## src/rtl/fifo_writer.sv

```systemverilog
// fifo_writer: accepts an AXI-Stream-like packet stream and writes it into a FIFO.
// The drop-or-pass choice is made once, on the first beat of each packet, from a
// synchronised copy of fifo_full. Packets longer than MAX_PKT_BEATS are truncated.
// Optional feature: define FIFO_WRITER_SEQ_EN to prefix every written packet with a
// header word {zeros, seq[31:0]}.
module fifo_writer #(
    parameter int unsigned WIDTH         = 512,
    parameter int unsigned MAX_PKT_BEATS = 16
) (
    input  logic             wr_clk,
    input  logic             reset,
    input  logic [WIDTH-1:0] s_tdata,
    input  logic             s_tvalid,
    input  logic             s_tlast,
    output logic             s_tready,
    output logic             fifo_wr_en,
    output logic [WIDTH-1:0] fifo_data,
    input  logic             fifo_full,
    output logic [31:0]      pkt_cnt,
    output logic [31:0]      drop_cnt,
    output logic [31:0]      trunc_cnt
);

    localparam int unsigned BeatW = $clog2(MAX_PKT_BEATS + 1);
    localparam logic [BeatW-1:0] MaxBeats = BeatW'(MAX_PKT_BEATS);

`ifdef FIFO_WRITER_SEQ_EN
    typedef enum logic [1:0] {StIdle, StHdr, StPass, StDrop} state_e;
`else
    typedef enum logic [1:0] {StIdle, StPass, StDrop} state_e;
`endif

    state_e             r_state;
    state_e             w_state_d;
    logic               r_full_meta;
    logic               r_full_s;
    logic               r_wr_en;
    logic               w_wr_en_d;
    logic [WIDTH-1:0]   r_data;
    logic [WIDTH-1:0]   w_data_d;
    logic [BeatW-1:0]   r_beat_cnt;
    logic [BeatW-1:0]   w_beat_d;
    logic [31:0]        r_pkt_cnt;
    logic [31:0]        r_drop_cnt;
    logic [31:0]        r_trunc_cnt;
    logic               w_pkt_inc;
    logic               w_drop_inc;
    logic               w_trunc_inc;
    logic               w_ready;
    logic               w_accept;
`ifdef FIFO_WRITER_SEQ_EN
    logic [31:0]        r_seq;
    logic               w_seq_inc;
`endif

    // Ready is a function of state only; forced low while reset is held.
`ifdef FIFO_WRITER_SEQ_EN
    assign w_ready = (r_state == StPass) || (r_state == StDrop);
`else
    assign w_ready = 1'b1;
`endif
    assign s_tready   = w_ready & ~reset;
    assign w_accept   = s_tvalid & s_tready;

    assign fifo_wr_en = r_wr_en;
    assign fifo_data  = r_data;
    assign pkt_cnt    = r_pkt_cnt;
    assign drop_cnt   = r_drop_cnt;
    assign trunc_cnt  = r_trunc_cnt;

    // Two-flop synchroniser for the asynchronous FIFO full flag.
    always_ff @(posedge wr_clk) begin
        if (reset) begin
            r_full_meta <= 1'b0;
            r_full_s    <= 1'b0;
        end else begin
            r_full_meta <= fifo_full;
            r_full_s    <= r_full_meta;
        end
    end

    // Next-state, write strobe/data and counter increment decode.
    always_comb begin
        w_state_d   = r_state;
        w_wr_en_d   = 1'b0;
        w_data_d    = r_data;
        w_beat_d    = r_beat_cnt;
        w_pkt_inc   = 1'b0;
        w_drop_inc  = 1'b0;
        w_trunc_inc = 1'b0;
`ifdef FIFO_WRITER_SEQ_EN
        w_seq_inc   = 1'b0;
`endif
        unique case (r_state)
            StIdle: begin
                w_beat_d = '0;
`ifdef FIFO_WRITER_SEQ_EN
                // Stall the first beat while the header goes out.
                if (s_tvalid) begin
                    w_state_d = r_full_s ? StDrop : StHdr;
                end
`else
                if (w_accept) begin
                    if (r_full_s) begin
                        if (s_tlast) w_drop_inc = 1'b1;
                        else         w_state_d  = StDrop;
                    end else begin
                        w_wr_en_d = 1'b1;
                        w_data_d  = s_tdata;
                        w_beat_d  = BeatW'(1);
                        if (s_tlast) w_pkt_inc = 1'b1;
                        else         w_state_d = StPass;
                    end
                end
`endif
            end
`ifdef FIFO_WRITER_SEQ_EN
            StHdr: begin
                w_wr_en_d = 1'b1;
                w_data_d  = WIDTH'(r_seq);
                w_seq_inc = 1'b1;
                w_state_d = StPass;
            end
`endif
            StPass: begin
                if (w_accept) begin
                    // Beat count saturates at MaxBeats, so reaching it marks truncation.
                    if (r_beat_cnt < MaxBeats) begin
                        w_wr_en_d = 1'b1;
                        w_data_d  = s_tdata;
                        w_beat_d  = r_beat_cnt + BeatW'(1);
                    end
                    if (s_tlast) begin
                        w_pkt_inc   = 1'b1;
                        w_trunc_inc = (r_beat_cnt >= MaxBeats);
                        w_state_d   = StIdle;
                    end
                end
            end
            StDrop: begin
                if (w_accept && s_tlast) begin
                    w_drop_inc = 1'b1;
                    w_state_d  = StIdle;
                end
            end
            default: w_state_d = StIdle;
        endcase
    end

    // State, output registers and packet counters.
    always_ff @(posedge wr_clk) begin
        if (reset) begin
            r_state     <= StIdle;
            r_wr_en     <= 1'b0;
            r_data      <= '0;
            r_beat_cnt  <= '0;
            r_pkt_cnt   <= '0;
            r_drop_cnt  <= '0;
            r_trunc_cnt <= '0;
        end else begin
            r_state    <= w_state_d;
            r_wr_en    <= w_wr_en_d;
            r_data     <= w_data_d;
            r_beat_cnt <= w_beat_d;
            if (w_pkt_inc)   r_pkt_cnt   <= r_pkt_cnt + 32'd1;
            if (w_drop_inc)  r_drop_cnt  <= r_drop_cnt + 32'd1;
            if (w_trunc_inc) r_trunc_cnt <= r_trunc_cnt + 32'd1;
        end
    end

`ifdef FIFO_WRITER_SEQ_EN
    // Header sequence number, one step per header written.
    always_ff @(posedge wr_clk) begin
        if (reset)          r_seq <= '0;
        else if (w_seq_inc) r_seq <= r_seq + 32'd1;
    end
`endif

endmodule

```

## config.mk

```make
export PLATFORM = sky130hd
export DESIGN_NAME = fifo_writer
export DESIGN_NICKNAME = d
export VERILOG_FILES = /design/src/rtl/fifo_writer.sv
export SDC_FILE = /design/constraint.sdc
export NUM_CORES = 1
export LEC_CHECK = 0
export CAP_MARGIN = 40
export CORE_AREA = 2 2 440 442
export CTS_CLUSTER_DIAMETER = 200
export CTS_CLUSTER_SIZE = 20
export DETAILED_ROUTE_END_ITERATION = 8
export DIE_AREA = 0 0 442 444
export PLACE_DENSITY = 0.39
export SLEW_MARGIN = 20
export SYNTH_ARGS = -nofsm -noshare
export SYNTH_HDL_FRONTEND = slang
export SYNTH_SLANG_ARGS = --single-unit
```

## constraint.sdc

```tcl
create_clock -name wr_clk -period 4 [get_ports wr_clk]
set_input_delay 0.8 -clock wr_clk [delete_from_list [all_inputs] [get_ports wr_clk]]
set_output_delay 0.8 -clock wr_clk [all_outputs]
set_load 0.01 [all_outputs]
```

== Yosys cells after proc, flatten, opt, wreduce, memory -nomap -nowiden ==
Cells that the tools add are included.

* Logic and storage cells: 67
* Output and inout bits: 610
* Flip-flop bits (word level): 618

* Add/subtract/negate cells: 4
* Bitwise operators: 2
* Equality and inequality tests: 9
* Magnitude comparators: 2
* Multiplexer cells: 35
* Reductions and logical operators: 6

{| class="wikitable"
|+ Operator list
! cell !! number
|-
| 512-bit two-way mux || 4
|-
| 512-bit case mux with 2 select lines || 1
|-
| 32-bit by 1-bit adder with 32-bit output, second input constant || 3
|-
| 1-bit two-way mux || 16
|-
| 2-bit two-way mux || 7
|-
| 2-bit inequality test, second input constant || 7
|-
| 5-bit two-way mux || 2
|-
| 5-bit case mux with 2 select lines || 1
|-
| 5-bit AND reduction || 2
|-
| 1-bit case mux with 2 select lines || 3
|-
| 2-bit case mux with 3 select lines || 1
|-
| 5-bit by 1-bit adder with 5-bit output, second input constant || 1
|-
| 5-bit greater-or-equal comparator, second input constant || 1
|-
| 5-bit < comparator, second input constant || 1
|-
| 3-bit AND reduction || 1
|-
| 2-bit by 1-bit == test with 1-bit output, second input constant || 1
|-
| 2-bit == test, second input constant || 1
|-
| 2-bit zero test || 1
|-
| 2-bit nonzero test || 1
|-
| 1-bit AND || 1
|-
| 1-bit logical AND || 1
|-
| 1-bit NOT || 1
|}

== Longest topological paths before layout ==
Gate-level depths: netlist of run 1.

* Depth after elaboration: 5
* Depth in mapped cells: 9

== Least setup slack after synthesis of run 1 ==
OpenSTA, ideal clock, no wires.

* Path type: input to register
* Start: input reset
* End: register r_pkt_cnt[29], in the netlist pkt_cnt[29]
* Slack: 1565 ps
* Cell stages on the path: 6
* Buffers on the path: 2
* Arrival time: 2314 ps
* Path through: buf_2 > nor2_1 > nand3_1 > clkbuf_1 > nor4_1 > mux2_2

* Word-level cells in the longest chain between the ends: 4
* Elaborated cells between the ends (all ways): 5
* Classes of those cells: mux: 3; bitwise: 2

{| class="wikitable"
|+ Ends and longest elaborated chain
! element !! line !! source
|-
| from (decl) || 11 || <nowiki>input logic reset,</nowiki>
|-
| 1-bit NOT || 62 || <nowiki>assign s_tready = w_ready & ~reset;</nowiki>
|-
| 1-bit AND || 63 || <nowiki>assign w_accept = s_tvalid & s_tready;</nowiki>
|-
| 1-bit two-way mux (on tied branches) || 126, 103 ||
|-
| 1-bit case mux with 2 select lines || 94 || <nowiki>unique case (r_state)</nowiki>
|-
| to (signal assigned) || 165 || <nowiki>if (w_pkt_inc) r_pkt_cnt <= r_pkt_cnt + 32'd1;</nowiki>
|-
| to (decl) || 43 || <nowiki>logic [31:0] r_pkt_cnt;</nowiki>
|}

Several ways; a longest one is shown, not always the timed one.
A chain may end at the register's enable or synchronous reset.

== Worst setup path in the final report of run 1 ==
* Start: input s_tvalid
* End: register r_drop_cnt[28], in the netlist drop_cnt[28]

* Word-level cells in the longest chain between the ends: 4
* Elaborated cells between the ends (all ways): 5
* Classes of those cells: mux: 3; bitwise: 1; reduce/logical: 1

{| class="wikitable"
|+ Ends and longest elaborated chain
! element !! line !! source
|-
| from (decl) || 13 || <nowiki>input logic s_tvalid,</nowiki>
|-
| 1-bit AND (*) || 63 ||
|-
| 1-bit logical AND || 141 || <nowiki>if (w_accept && s_tlast) begin</nowiki>
|-
| 1-bit two-way mux || 141 ||
|-
| 1-bit case mux with 2 select lines (*) || 94 ||
|-
| to (signal assigned) || 166 || <nowiki>if (w_drop_inc) r_drop_cnt <= r_drop_cnt + 32'd1;</nowiki>
|-
| to (decl) || 44 || <nowiki>logic [31:0] r_drop_cnt;</nowiki>
|}

Every way passes the cells marked *; elsewhere a longest branch is shown, timed or not.

==> flow_summary.ini, run 1 <==
[outcome]
status = complete, no violations

[critical_path]
crit_path_end_kind = register
rr_worst_depth = 8
critPathKind = in -> reg
r2r_end = fifo_data[419]$_SDFFE_PP0P_
cp_max_fo = 13
r2r_start = r_state[0]$_SDFFE_PP0P_
cp-start-kind = primary input
rrSetupSlack_ns = 1.27
arrival_ns = 3.40
crit_required_ns = 4.58

[clocking]
cts_buffers = 37
ctsHtreeMaxLevel = 2
cts.sinks = 618
ctsResizeCount = 0
postCtsSetupBuffers = 0
cts_root_buf = clkbuf_16
cts_max_path_buffers = 3
tritoncts = done
cts_hold_buf = 0
clk_latency_ns = 0.66
clk_pin_slew_worst_paths_ns = 0.10

[layout]
num-nets-final = 4361
multiInputGateArea_um2 = 9310
final_cells = 6389
syn_to_final_growth_pct = 67.3
regArea_um2 = 12400
nFillCells = 21500
drive_gt1_share_pct = 2.86
finalInstanceArea_um2 = 37800
utilization_pct = 19.7

[placed_design]
port_buffers = 1126
pre_cts_ws_ns = 0.608
postPlaceCellArea_um2 = 36700
dpl.cell_count = 6326
place_hpwl_um = 113000
gp_congestion = 0.864

[sta]
finalCriticalPeriod_ns = 2.82
finalHoldViolations = 0
fin_skew_ns = 0.0205
slew_headroom_pct = 19.5
setup_viol = 0
worst_pin_slew_ns = 1.21
fmax_mhz = 355
rsz0062_at_grt = false
holdWs_ns = 0.456
min_period_over_period_pct = 70.5
tns_ns = 0
drv_slew = 0
timing.final.ws_setup_ns = 1.18

[flow_run]
drv_cap = 0

[drt]
routed_via_density = 3.73
ant_nets = 0
num_vias = 23900
drc = 0
drtIter0Drc = 1284
first_pass_iters = 5
avgRoutedWirePerCell_um = 22.3
routed_wl_um = 143000

[logic_synthesis]
synth.most_common_cell = nand2_1
ys_warn_count = 0
synth_edf_count = 0
ys_ff_latch = 618
synth_area_per_cell_um2 = 7.96
ys_seq_area_share_pct = 54.7
synth_ff_type = dfxtp_1
syn_inst = 2839
yosys.area.top_type = dfxtp_1
synth_top_area_share_pct = 54.7
synth_common_cells = nand2_1, dfxtp_1, a21oi_1
synthArstFlopShare_pct = 0
netlist_top_cells_area = dfxtp_1, nand2_1, a21oi_1
syn_area_um2 = 22600
synth.net_count = 3360
ys_types = 44

[die]
die_w_um = 442
rows = 161
die_h_um = 444
io_pins = 1127
core_area_um2 = 192000
start_util_pct = 11.8
die_area_um2 = 196000

[grt]
first_global_vias = 22900
grt_pass1_wl_um = 194000
grt-ovfl-total = 0
antenna_found_initial = 89
grt_max_degree = 183
grt_usage_pct = 13.9

[worst_hold_path]
holdCritPathClass = reg -> reg
whs_endpoint = fifo_data[423]$_SDFFE_PP0P_
hold_depth = 2
worstHoldStart = fifo_data[423]$_SDFFE_PP0P_

[power]
total_power_mw = 12.8
powerDensity_nw_per_um2 = 339
ir_worst_vdd_mv = 0.237
cellLeakagePower_nw = 12.3
==> report_power, final <==
group / switching (mW) / internal [mW]
clock: 2.48 / 1.76
sequential: 0.137 / 6.40
combinational: 0.987 / 1.05
==> cells in the final DEF, fill, tap and decap left out, types with 2 or more instances in the layout <==
cell and instances:
diode_2 19, clkinvlp_4 2, buf_12 16, mux2_2 16, nand2_1 1058, buf_4 24, nor4_1 24, or2_2 2
mux2i_1 2, nor3_1 4, o21ai_0 20, clkdlybuf4s50_1 1125, o21a_1 5, inv_1 16, o41ai_1 2, a21oi_1 570
nand3_1 35, xnor2_1 11, and4_1 15, dfxtp_1 618, nor4bb_1 3, ha_1 4, or3_1 18, buf_16 2
nor2b_1 19, nand4_1 33, o31a_1 4, and3_1 11, and2_1 6, o31ai_1 34, nor2_1 43, or4_4 2
clkbuf_16 39, xor2_1 10, nand4bb_1 2, or4_1 34
==> state kept, by name, indices dropped and copies added, names as in the netlist <==
signal       cells
r_full_s         1
fifo_wr_en       1
trunc_cnt       32
pkt_cnt         32
r_state          2
drop_cnt        32
fifo_data      512
r_beat_cnt       5
r_full_meta      1
==> area by class of cell <==
cell class | count | area share (%)
Tap cell | 2526 | 8.36
Clock buffer | 39 | 2.58
Multi-Input combinational cell | 1997 | 24.6
Inverter | 17 | 0.189
Sequential cell | 618 | 32.7
Antenna cell | 19 | 0.126
Timing Repair Buffer | 1169 | 31.3
Clock inverter | 4 | 0.106
==> cells by family (layout without fill, tap and decap cells) <==
logic type | count (synthesis) | count (layout) | synth area share [%]
xor+xnor | 21 | 21 | 0.814
other cells | 0 | 19 | 0
compound gates | 641 | 641 | 14.8
flops | 618 | 618 | 54.7
simple gates | 1313 | 1313 | 24.5
buf+inv | 224 | 1229 | 4.08
mux | 18 | 18 | 0.886
fa+ha+maj | 4 | 4 | 0.221
==> worst max-delay path by stage <==
stage,startpoint,endpoint,slack [ns]
6_report,s_tvalid,drop_cnt[28]$_SDFFE_PP0P_,1.18
5_1_grt,r_state[0]$_SDFFE_PP0P_,fifo_data[419]$_SDFFE_PP0P_,1.04
4_1_cts,drop_cnt[5]$_SDFFE_PP0P_,drop_cnt[5],1.19
3_5_place_dp,s_tvalid,drop_cnt[12]$_SDFFE_PP0P_,0.61
3_3_place_gp,s_tvalid,drop_cnt[14]$_SDFFE_PP0P_,0.59
2_1_floorplan,reset,pkt_cnt[29]$_SDFFE_PP0P_,1.56
==> worst max-delay path, stage by stage <==
cell             delay, ns
clkdlybuf4s50_1       0.76
nor4bb_1              0.51
buf_4                 0.24
nand3_1               0.32
or4_1                 0.62
a21oi_1               0.15
==> per-layer routing <==
metal	track usage (%)	wire (um)	vias up
met5	0	346	-
met3	3.90	8940	220
met1	15.0	53700	11400
li1	-	-	11400
met4	3.64	4080	54
met2	26.3	75700	706
Note: power is estimated with default switching activity, not from simulation.
==> run 2: changes to the inputs <==
--- a/config.mk
+++ b/config.mk
@@ -6,11 +6,11 @@
 export NUM_CORES = 1
 export LEC_CHECK = 0
 export CAP_MARGIN = 40
-export CORE_AREA = 2 2 440 442
+export CORE_AREA = 2 2 433 435
 export CTS_CLUSTER_DIAMETER = 200
 export CTS_CLUSTER_SIZE = 20
 export DETAILED_ROUTE_END_ITERATION = 8
-export DIE_AREA = 0 0 442 444
+export DIE_AREA = 0 0 435 437
 export PLACE_DENSITY = 0.39
 export SLEW_MARGIN = 20
 export SYNTH_ARGS = -nofsm -noshare
==> constraint.sdc (replaced) <==
create_clock -name wr_clk -period 2.9 [get_ports wr_clk]
set_input_delay 0.58 -clock wr_clk [delete_from_list [all_inputs] [get_ports wr_clk]]
set_output_delay 0.58 -clock wr_clk [all_outputs]
set_load 0.01 [all_outputs]
==> run 2 against run 1 <==
  * Die area shrank 3.1%
  * Count of clock-buffer cells in the layout grew 1
  * Clock skew grew 0.0027 ns
  * Largest power group unchanged
  * Wire length shrank 0.19%
  * Global-route usage grew 0.35 points
  * Non-clock buffer count grew 28
  * Critical endpoint is now drop_cnt[10]
  * Critical path depth shrank 5
==> flow_summary.ini, run 2 (synthesis gave the netlist of run 1 again) <==
[critical_path]
crit_path_end_kind = output pin
cp_max_fo = 8
cpMaxStageDelayCell = clkdlybuf4s50_1
crit_buf_inv = 1
critPathTopFamily = buffers and inverters
critPathKind = reg -> out
crit_required_ns = 2.32
arrival_ns = 1.92
cp_slowest_stage_delay_ns = 0.76
cp-start-kind = register
rrSetupSlack_ns = 0.50
crit_chain = clkdlybuf4s50_1

[clocking]
cts_root_buf = clkbuf_16
tritoncts = done
ctsResizeCount = 0
ctsHtreeMaxLevel = 2
cts.sinks = 618
clk_latency_ns = 0.64
cts_buffers = 38
postCtsSetupBuffers = 0
clk_pin_slew_worst_paths_ns = 0.11
cts_max_path_buffers = 3
cts_hold_buf = 0

[drt]
first_pass_iters = 5
ant_nets = 0
routed_via_density = 3.73
routed_wl_um = 142000
avgRoutedWirePerCell_um = 22.4
drtIter0Drc = 1384
num_vias = 23700
drc = 0

[placed_design]
gp_congestion = 0.919
port_buffers = 1126
place_hpwl_um = 113000

[sta]
min_period_over_period_pct = 86.1
rsz0062_at_grt = false
drv_slew = 0
fmax_mhz = 400
setup_viol = 0
slew_headroom_pct = 22.2
finalCriticalPeriod_ns = 2.50
worst_pin_slew_ns = 1.17
tns_ns = 0
fin_skew_ns = 0.0232
finalHoldViolations = 0

[die]
die_w_um = 435
start_util_pct = 12.2
core_area_um2 = 185000
die_h_um = 437
rows = 158
die_area_um2 = 190000
io_pins = 1127

[power]
powerDensity_nw_per_um2 = 469
ir_worst_vdd_mv = 0.326
total_power_mw = 17.9
cellLeakagePower_nw = 12.5

[layout]
final_cell_mix = clkdlybuf4s50_1, nand2_1, dfxtp_1, a21oi_1, buf_4
syn_to_final_growth_pct = 68.2
drive_gt1_share_pct = 3.59
multiInputGateArea_um2 = 9310
num-nets-final = 4390
layout_commonest_cell = clkdlybuf4s50_1
largest_reg_flops = 512
regArea_um2 = 12400
nFillCells = 20800

[grt]
grt-ovfl-total = 0
grt_max_degree = 162
grt_pass1_wl_um = 192000
first_global_vias = 22700
grt_usage_pct = 14.2
antenna_found_initial = 50

[outcome]
status = complete, no violations

[worst_hold_path]
holdCritPathClass = in -> reg

[flow_run]
drv_cap = 0
-- run 2: area by class of cell --
cell class,count,share of cell area (%)
inverter,17,0.188
multi-input combinational,1997,24.5
clock inverter,4,0.148
sequential,618,32.5
antenna,10,0.0658
clock buffer,40,2.60
tap,2480,8.16
timing repair buffer,1197,31.8
-- run 2: stage by stage --
stage	hold slack, ns	cell area, um^2	worst slack (ns)	instances	util (%)
after floorplan	0.414	22600	0.685	2839	-
after global placement	0.424	36900	0.0294	6308	20.0
after detailed placement	0.433	36900	0.00431	6308	20.0
after CTS	0.124	38000	0.220	6352	20.5
after global routing	0.153	38000	0.285	6361	20.6
final	0.208	38000	0.402	6363	20.6
-- run 2: metal layers --
metal / part of all wire [%] / vias up / global-route usage [%] / wire [um]
met5: 0.11 / - / 0 / 154
met4: 2.4 / 26 / 3.69 / 3460
met3: 5.9 / 167 / 3.58 / 8360
met2: 53 / 685 / 26.5 / 75000
met1: 39 / 11400 / 16.0 / 55400
li1: - / 11500 / - / -
-- run 2: final timing paths --
| check | from | endpoint | cells past startpoint |
|---|---|---|---|
| setup / recovery | drop_cnt[10]$_SDFFE_PP0P_ | drop_cnt[10] | 1 |
| hold / removal | reset | r_beat_cnt[0]$_SDFFE_PP0P_ | 2 |
| setup reg to reg | r_state[0]$_SDFFE_PP0P_ | trunc_cnt[29]$_SDFFE_PP0P_ | 4 |
| hold reg to reg | fifo_data[434]$_SDFFE_PP0P_ | fifo_data[434]$_SDFFE_PP0P_ | 2 |
-- run 2: power breakdown --
group	leakage (nW)	switching, mW	total, mW	internal [mW]
registers	5.04	0.203	9.03	8.82
logic	6.93	1.40	2.87	1.47
clock network	0.516	3.47	5.95	2.49
